`src/rtl/intra4x4_mode_decision_pkg.sv`:
```
// ============================================================================
// Module : intra4x4_pkg
// Shared constants, mode lookup and state type for intra 4x4 mode decision.
// Rev    : 1.0  initial release
// ============================================================================
`default_nettype none

package intra4x4_pkg;

  localparam logic [3:0] MODE_V   = 4'd0;
  localparam logic [3:0] MODE_H   = 4'd1;
  localparam logic [3:0] MODE_DC  = 4'd2;
  localparam logic [3:0] MODE_DDL = 4'd3;
  localparam logic [3:0] MODE_DDR = 4'd4;
  localparam logic [3:0] MODE_VR  = 4'd5;
  localparam logic [3:0] MODE_HD  = 4'd6;
  localparam logic [3:0] MODE_VL  = 4'd7;
  localparam logic [3:0] MODE_HU  = 4'd8;

  typedef enum logic [0:0] {
    IDLE = 1'b0,
    EVAL = 1'b1
  } state_t;

  // Evaluation slots skip DC, so slots 2..7 map to modes 3..8.
  function automatic logic [3:0] slot_to_mode(input logic [2:0] slot);
    logic [3:0] mode;
    case (slot)
      3'd0:    mode = MODE_V;
      3'd1:    mode = MODE_H;
      3'd2:    mode = MODE_DDL;
      3'd3:    mode = MODE_DDR;
      3'd4:    mode = MODE_VR;
      3'd5:    mode = MODE_HD;
      3'd6:    mode = MODE_VL;
      default: mode = MODE_HU;
    endcase
    return mode;
  endfunction

  function automatic int sad_width(input int pix_w);
    return pix_w + 4;
  endfunction

endpackage

`default_nettype wire

```
`src/rtl/intra4x4_mode_decision_if.sv`:
```
// ============================================================================
// Module : intra4x4_mode_decision_if
// Request, candidate-array and result bundle for the mode decision block.
// Rev    : 1.0  initial release
// ============================================================================
`default_nettype none

interface intra4x4_mode_decision_if #(
  parameter int PIX_W = 8
);

  logic                       start;
  logic [7:0]                 mode_en;
  logic [15:0][PIX_W-1:0]     orig;
  logic [15:0][PIX_W-1:0]     vpred;
  logic [15:0][PIX_W-1:0]     hpred;
  logic [15:0][PIX_W-1:0]     ddlpred;
  logic [15:0][PIX_W-1:0]     ddrpred;
  logic [15:0][PIX_W-1:0]     vrpred;
  logic [15:0][PIX_W-1:0]     hdpred;
  logic [15:0][PIX_W-1:0]     vlpred;
  logic [15:0][PIX_W-1:0]     hupred;
  logic                       busy;
  logic                       done;
  logic [3:0]                 best_mode;
  logic [PIX_W+3:0]           best_sad;
  logic [15:0][PIX_W-1:0]     best_pred;

  modport master (
    output start, mode_en, orig,
    output vpred, hpred, ddlpred, ddrpred, vrpred, hdpred, vlpred, hupred,
    input  busy, done, best_mode, best_sad, best_pred
  );

  modport slave (
    input  start, mode_en, orig,
    input  vpred, hpred, ddlpred, ddrpred, vrpred, hdpred, vlpred, hupred,
    output busy, done, best_mode, best_sad, best_pred
  );

endinterface

`default_nettype wire

```
`src/rtl/intra4x4_mode_decision_sad_row4.sv`:
```
// ============================================================================
// Module : sad_row4
// Combinational sum of absolute differences over four pixel pairs.
// Rev    : 1.0  initial release
// ============================================================================
`default_nettype none

module sad_row4 #(
  parameter int PIX_W = 8
) (
  input  logic [3:0][PIX_W-1:0] orig_px,
  input  logic [3:0][PIX_W-1:0] pred_px,
  output logic [PIX_W+1:0]      sad
);

  logic [3:0][PIX_W-1:0] diff;

  generate
    for (genvar c = 0; c < 4; c++) begin : g_absdiff
      assign diff[c] = (orig_px[c] >= pred_px[c]) ? (orig_px[c] - pred_px[c])
                                                  : (pred_px[c] - orig_px[c]);
    end
  endgenerate

  assign sad = {2'b00, diff[0]} + {2'b00, diff[1]}
             + {2'b00, diff[2]} + {2'b00, diff[3]};

endmodule

`default_nettype wire

```
`src/rtl/intra4x4_mode_decision.sv`:
```
// ============================================================================
// Module : intra4x4_mode_decision
// Sequential SAD evaluation of eight 4x4 intra candidates, one row per cycle.
// Rev    : 1.0  initial release
// ============================================================================
`default_nettype none

module intra4x4_mode_decision
  import intra4x4_pkg::*;
#(
  parameter int PIX_W = 8
) (
  input  logic                      clk,
  input  logic                      rst_n,
  intra4x4_mode_decision_if.slave   bus
);

  localparam int SAD_W = sad_width(PIX_W);

  typedef logic [15:0][PIX_W-1:0] blk_t;

  state_t               state_q, state_d;
  logic [4:0]           step_q, step_d;
  logic [SAD_W-1:0]     acc_q, acc_d;
  logic [SAD_W-1:0]     run_sad_q, run_sad_d;
  logic [3:0]           run_mode_q, run_mode_d;
  blk_t                 run_pred_q, run_pred_d;
  logic [SAD_W-1:0]     best_sad_q, best_sad_d;
  logic [3:0]           best_mode_q, best_mode_d;
  blk_t                 best_pred_q, best_pred_d;
  logic                 done_q, done_d;

  logic [2:0]           slot;
  logic [1:0]           row;
  blk_t                 cand;
  logic [3:0][PIX_W-1:0] orig_row;
  logic [3:0][PIX_W-1:0] pred_row;
  logic [PIX_W+1:0]     row_sad;
  logic [SAD_W-1:0]     mode_sad;

  assign slot = step_q[4:2];
  assign row  = step_q[1:0];

  always_comb begin
    cand = bus.vpred;
    case (slot)
      3'd0:    cand = bus.vpred;
      3'd1:    cand = bus.hpred;
      3'd2:    cand = bus.ddlpred;
      3'd3:    cand = bus.ddrpred;
      3'd4:    cand = bus.vrpred;
      3'd5:    cand = bus.hdpred;
      3'd6:    cand = bus.vlpred;
      default: cand = bus.hupred;
    endcase
  end

  generate
    for (genvar c = 0; c < 4; c++) begin : g_col
      assign orig_row[c] = bus.orig[{row, 2'(c)}];
      assign pred_row[c] = cand[{row, 2'(c)}];
    end
  endgenerate

  sad_row4 #(
    .PIX_W (PIX_W)
  ) u_sad_row4 (
    .orig_px (orig_row),
    .pred_px (pred_row),
    .sad     (row_sad)
  );

  assign mode_sad = acc_q + SAD_W'(row_sad);

  always_comb begin
    state_d     = state_q;
    step_d      = step_q;
    acc_d       = acc_q;
    run_sad_d   = run_sad_q;
    run_mode_d  = run_mode_q;
    run_pred_d  = run_pred_q;
    best_sad_d  = best_sad_q;
    best_mode_d = best_mode_q;
    best_pred_d = best_pred_q;
    done_d      = 1'b0;

    case (state_q)
      IDLE: begin
        if (bus.start) begin
          state_d    = EVAL;
          step_d     = '0;
          acc_d      = '0;
          run_sad_d  = '1;
          run_mode_d = MODE_DC;
        end
      end
      EVAL: begin
        step_d = step_q + 5'd1;
        acc_d  = mode_sad;
        if (row == 2'd3) begin
          acc_d = '0;
          // Strict compare keeps the earlier slot on ties.
          if (bus.mode_en[slot] && (mode_sad < run_sad_q)) begin
            run_sad_d  = mode_sad;
            run_mode_d = slot_to_mode(slot);
            run_pred_d = cand;
          end
          if (step_q == 5'd31) begin
            state_d     = IDLE;
            done_d      = 1'b1;
            best_sad_d  = run_sad_d;
            best_mode_d = run_mode_d;
            if (bus.mode_en != 8'd0) begin
              best_pred_d = run_pred_d;
            end
          end
        end
      end
      default: state_d = IDLE;
    endcase
  end

  always_ff @(posedge clk or negedge rst_n) begin
    if (!rst_n) begin
      state_q     <= IDLE;
      step_q      <= '0;
      acc_q       <= '0;
      run_sad_q   <= '1;
      run_mode_q  <= MODE_DC;
      run_pred_q  <= '0;
      best_sad_q  <= '1;
      best_mode_q <= MODE_DC;
      best_pred_q <= '0;
      done_q      <= 1'b0;
    end else begin
      state_q     <= state_d;
      step_q      <= step_d;
      acc_q       <= acc_d;
      run_sad_q   <= run_sad_d;
      run_mode_q  <= run_mode_d;
      run_pred_q  <= run_pred_d;
      best_sad_q  <= best_sad_d;
      best_mode_q <= best_mode_d;
      best_pred_q <= best_pred_d;
      done_q      <= done_d;
    end
  end

  assign bus.busy      = (state_q == EVAL);
  assign bus.done      = done_q;
  assign bus.best_mode = best_mode_q;
  assign bus.best_sad  = best_sad_q;
  assign bus.best_pred = best_pred_q;

endmodule

`default_nettype wire
```
`src/flat_wrapper.sv`:
```
// flat-port wrapper written by rule: the top's interface ports become plain ports
module intra4x4_mode_decision_flat import intra4x4_pkg::*;
#(
  parameter int PIX_W = 8
)
  (clk, rst_n, bus_start, bus_mode_en, bus_orig, bus_vpred, bus_hpred, bus_ddlpred, bus_ddrpred, bus_vrpred, bus_hdpred, bus_vlpred, bus_hupred, bus_busy, bus_done, bus_best_mode, bus_best_sad, bus_best_pred);
  intra4x4_mode_decision_if #(.PIX_W(PIX_W)) bus_i ();
  input  logic clk;
  input  logic rst_n;
  input wire logic [$bits(bus_i.start)-1:0] bus_start;
  input wire logic [$bits(bus_i.mode_en)-1:0] bus_mode_en;
  input wire logic [$bits(bus_i.orig)-1:0] bus_orig;
  input wire logic [$bits(bus_i.vpred)-1:0] bus_vpred;
  input wire logic [$bits(bus_i.hpred)-1:0] bus_hpred;
  input wire logic [$bits(bus_i.ddlpred)-1:0] bus_ddlpred;
  input wire logic [$bits(bus_i.ddrpred)-1:0] bus_ddrpred;
  input wire logic [$bits(bus_i.vrpred)-1:0] bus_vrpred;
  input wire logic [$bits(bus_i.hdpred)-1:0] bus_hdpred;
  input wire logic [$bits(bus_i.vlpred)-1:0] bus_vlpred;
  input wire logic [$bits(bus_i.hupred)-1:0] bus_hupred;
  output wire logic [$bits(bus_i.busy)-1:0] bus_busy;
  output wire logic [$bits(bus_i.done)-1:0] bus_done;
  output wire logic [$bits(bus_i.best_mode)-1:0] bus_best_mode;
  output wire logic [$bits(bus_i.best_sad)-1:0] bus_best_sad;
  output wire logic [$bits(bus_i.best_pred)-1:0] bus_best_pred;
  assign bus_i.start = bus_start;
  assign bus_i.mode_en = bus_mode_en;
  assign bus_i.orig = bus_orig;
  assign bus_i.vpred = bus_vpred;
  assign bus_i.hpred = bus_hpred;
  assign bus_i.ddlpred = bus_ddlpred;
  assign bus_i.ddrpred = bus_ddrpred;
  assign bus_i.vrpred = bus_vrpred;
  assign bus_i.hdpred = bus_hdpred;
  assign bus_i.vlpred = bus_vlpred;
  assign bus_i.hupred = bus_hupred;
  assign bus_busy = bus_i.busy;
  assign bus_done = bus_i.done;
  assign bus_best_mode = bus_i.best_mode;
  assign bus_best_sad = bus_i.best_sad;
  assign bus_best_pred = bus_i.best_pred;
  intra4x4_mode_decision #(.PIX_W(PIX_W)) u_core (.clk(clk), .rst_n(rst_n), .bus(bus_i));
endmodule
```
`config.mk`:
```
export PLATFORM = sky130hd
export DESIGN_NAME = intra4x4_mode_decision_flat
export DESIGN_NICKNAME = d
export VERILOG_FILES = /design/src/rtl/intra4x4_mode_decision_pkg.sv /design/src/rtl/intra4x4_mode_decision_if.sv /design/src/rtl/intra4x4_mode_decision_sad_row4.sv /design/src/rtl/intra4x4_mode_decision.sv /design/src/flat_wrapper.sv
export SDC_FILE = /design/constraint.sdc
export NUM_CORES = 1
export LEC_CHECK = 0
export BUFFER_PORTS_ARGS = -buffer_cell sky130_fd_sc_hd__buf_2
export CAP_MARGIN = 20
export CORE_AREA = 10 10 506 508
export CTS_CLUSTER_DIAMETER = 120
export DETAILED_ROUTE_END_ITERATION = 10
export DIE_AREA = 0 0 516 518
export PLACE_DENSITY = 0.3
export SYNTH_ARGS = -nofsm -noshare
export SYNTH_HDL_FRONTEND = slang
export SYNTH_SLANG_ARGS = --single-unit
```
`constraint.sdc`:
```
create_clock -name clk -period 28.2 [get_ports clk]
set_clock_uncertainty 0.1 [all_clocks]
set_input_delay 5.64 -clock clk [delete_from_list [all_inputs] [get_ports clk]]
set_output_delay 5.64 -clock clk [all_outputs]
set_load 0.01 [all_outputs]
```
==> load_flow_metrics.sql <==
INSERT INTO impl_metrics (metric_group, metric, value, unit) VALUES
('detailed_routing', 'vias', '31300', ''),
('clock_network', 'cts_buffers', '47', ''),
('logic_synthesis', 'synth_warnings', '0', ''),
('placed_design', 'dp.final_hpwl', '250600', 'um'),
('clock_network', 'clk_transition_reported_paths', '0.07', 'ns'),
('global_route', 'grt_util_all_layers', '20.77', '%'),
('logic_synthesis', 'mappedNetlistArea', '26620', 'um^2'),
('placed_design', 'io_buf_count', '1308', ''),
('logic_synthesis', 'yosys.area.top_type_share', '26.41', '%'),
('status', 'outcome', 'finished clean', ''),
('global_route', 'grt_pass1_wl', '362700', 'um'),
('cells_and_area', 'final_util', '15.70', '%'),
('timing', 'slew_hr', '8.208', '%'),
('cells_and_area', 'syn_to_final_growth', '44.73', '%'),
('cells_and_area', 'mostFrequentLayoutCell', 'buf_2', ''),
('cells_and_area', 'post-route-cell-area', '38530', 'um^2'),
('critical_path', 'worst_r2r_setup_slack', '14.43', 'ns'),
('logic_synthesis', 'synth-adder-area-share', '6.514', '%'),
('logic_synthesis', 'synth_top_family_by_area', 'multiplexers', ''),
('logic_synthesis', 'mappedNetlistNets', '4164', ''),
('global_route', 'overflow', '0', ''),
('logic_synthesis', 'post_synth_and_or_nand_nor_area_fraction', '12.77', '%'),
('timing', 'setup_viol_count_final', '0', ''),
('clock_network', 'cts_post_setup_buffers_inserted', '0', ''),
('logic_synthesis', 'ys_async_sr_fraction', '100.0', '%'),
('logic_synthesis', 'syn-mean-instance-area', '9.241', 'um^2'),
('logic_synthesis', 'synth.area.top_cells', 'dfrtp_1 (26%), mux4_2 (12%), nand2_1 (5.9%)', ''),
('cells_and_area', 'post_route_cells_drive_above_1_share', '43.94', '%'),
('clock_network', 'worst_skew_pair.late_latency', '0.64', 'ns'),
('global_route', 'grt_max_degree', '177', ''),
('critical_path', 'crit_path_class', 'input port to flop', ''),
('critical_path', 'cpMaxStageDelayCell', 'o221ai_1', ''),
('detailed_routing', 'drt_first_iter_violations', '2809', ''),
('timing', 'fmaxAchievable', '65.27', 'MHz'),
('logic_synthesis', 'synth_top_cell_by_area', 'dfrtp_1', ''),
('detailed_routing', 'ant_nets', '0', ''),
('die', 'start_util', '10.85', '%'),
('timing', 'grt_setup_unrepaired', 'false', ''),
('logic_synthesis', 'ys_ff_latch', '307', ''),
('critical_path', 'timing.critical_path.from', 'bus_ddlpred[76]', ''),
('critical_path', 'regToRegStartpoint', 'u_core.step_q[4]', ''),
('critical_path', 'critical_path.reg2reg.endpoint', 'u_core.bus.best_pred[65]', ''),
('logic_synthesis', 'dominantRegCellSynth', 'dfrtp_1', ''),
('critical_path', 'cp-endpoint', 'u_core.bus.best_pred[65]', ''),
('detailed_routing', 'post_route_drc_violation_count', '0', ''),
('clock_network', 'cts.htree.levels', '2', ''),
('logic_synthesis', 'synth_enable_flop_cells', '0', ''),
('critical_path', 'crit_fanout', '31', ''),
('die', 'die-area', '267300', 'um^2'),
('logic_synthesis', 'yosys-mux-area-fraction', '21.75', '%'),
('logic_synthesis', 'synth.lib_cells_used.distinct', '77', ''),
('clock_network', 'max-clock-path-buffers', '3', ''),
('critical_path', 'capturing_element_type_of_the_critical_path', 'flop', ''),
('timing', 'layout_worst_path_cycle_share', '54.33', '%'),
('detailed_routing', 'drt-total-wl', '291700', 'um'),
('clock_network', 'cts_tree', 'yes', ''),
('timing', 'timing.final.hold_violations', '0', ''),
('critical_path', 'critical-path-max-stage-delay', '1.08', 'ns'),
('flow_run', 'drv_cap', '0', ''),
('cells_and_area', 'most-common-layout-cells', 'buf_2 (1309), nand2_1 (417), dfrtp_1 (276)', ''),
('timing', 'worst_slew_pin_slew', '1.373', 'ns'),
('logic_synthesis', 'synth_compound_area_share', '21.73', '%'),
('detailed_routing', 'firstDrtPassIters', '5', ''),
('die', 'floorplan.die.width', '516', 'um'),
('detailed_routing', 'routed_vias_inst', '4.210', ''),
('global_route', 'antenna_found_initial', '316', ''),
('clock_network', 'clock_sinks', '307', ''),
('logic_synthesis', 'synth_seq_area_share', '28.98', '%'),
('placed_design', 'cell_area_after_placement', '36640', 'um^2'),
('critical_path', 'worst_r2r_path_depth', '38', ''),
('timing', 'final_max_slew_viol_count', '0', '');
==> cells in the mapped netlist (27+ instances only) <==
| library cell | instances |
|---|---|
| a21o_1 | 27 |
| a21oi_1 | 120 |
| a221oi_1 | 33 |
| a22oi_1 | 64 |
| buf_2 | 64 |
| buf_4 | 45 |
| buf_6 | 27 |
| clkbuf_1 | 111 |
| dfrtp_1 | 281 |
| fa_1 | 31 |
| ha_1 | 89 |
| inv_1 | 122 |
| mux2_2 | 96 |
| mux2i_1 | 129 |
| mux4_2 | 144 |
| nand2_1 | 419 |
| nand3_1 | 119 |
| nor2_1 | 127 |
| o21ai_0 | 236 |
| o21ai_1 | 57 |
| o221ai_1 | 51 |
| o22ai_1 | 50 |
| o311ai_1 | 38 |
| o32ai_1 | 43 |
| or3_1 | 38 |
==> cell families (layout without fill, tap and decap cells) <==
kind of cell,count (synthesis),count (layout)
buffers and inverters,390,1610
AND/OR/NAND/NOR,784,784
other,0,114
XOR/XNOR,31,31
AO/OA/AOI/OAI,867,867
adder cells (fa/ha/maj),120,120
multiplexers,382,382
flip-flops,307,307
==> sequential cells by signal, indices dropped and copies added (netlist names) <==
register / flops
u_core.run_sad_q: 12
u_core.bus.best_mode: 4
u_core.bus.best_sad: 12
u_core.run_pred_q: 128
u_core.bus.best_pred: 128
u_core.run_mode_q: 4
u_core.acc_q: 12
u_core.step_q: 5
u_core.bus.busy: 1
u_core.bus.done: 1
==> layout make-up <==
| class | count | area, um^2 |
|---|---|---|
| fill | 28230 | 207000 |
| multi-input combinational | 2184 | 17140 |
| sequential | 307 | 7734 |
| timing repair buffer | 1393 | 7239 |
| tap | 3220 | 4029 |
| clock buffer | 62 | 1365 |
| inverter | 131 | 500.5 |
| antenna | 114 | 285.3 |
| clock inverter | 24 | 240.2 |
==> per-layer routing <==
layer / vias up / GRT usage, % / share of wire, %
li1: 13320 / - / -
met1: 15600 / 25.96 / 42
met2: 1741 / 35.12 / 47
met3: 524 / 6.098 / 8.2
met4: 122 / 4.567 / 2.5
met5: - / 0 / 0.27
==> critical path, delay by kind of cell <==
kind                       cells  cell delay, ns
AOI/OAI and AO/OA              7            2.62
adders and majority gates      7            2.90
and+or+nand+nor                5            0.80
buffers and inverters          7            1.54
xor gates and xnor gates       1            0.34
muxes                          4            1.76
==> how the worst min path moves through the flow <==
stage | endpoint | cells after the start | slack, ns | start
floorplan | u_core.run_pred_q[107] | 2 | 0.35 | u_core.run_pred_q[107]
global placement | u_core.run_pred_q[22] | 2 | 0.36 | u_core.run_pred_q[22]
detailed placement | u_core.bus.best_pred[16] | 2 | 0.36 | u_core.bus.best_pred[16]
CTS | u_core.bus.best_pred[16] | 2 | 0.38 | u_core.bus.best_pred[16]
global route | u_core.run_pred_q[103] | 2 | 0.39 | u_core.run_pred_q[103]
finish | u_core.bus.best_pred[31] | 2 | 0.37 | u_core.bus.best_pred[31]
==> per-stage QoR <==
stage / hold WS [ns] / worst slack (ns) / instances
after global routing: 0.3934 / 12.46 / 7380
after global placement: 0.3608 / 12.07 / 7230
after detailed placement: 0.3636 / 12.24 / 7235
after floorplan: 0.3482 / 14.63 / 2881
after CTS: 0.3764 / 12.92 / 7321
final: 0.3704 / 12.88 / 7435
Power is not shown: default switching activity piles up to over one toggle a cycle in this logic, so the estimate is an artifact.
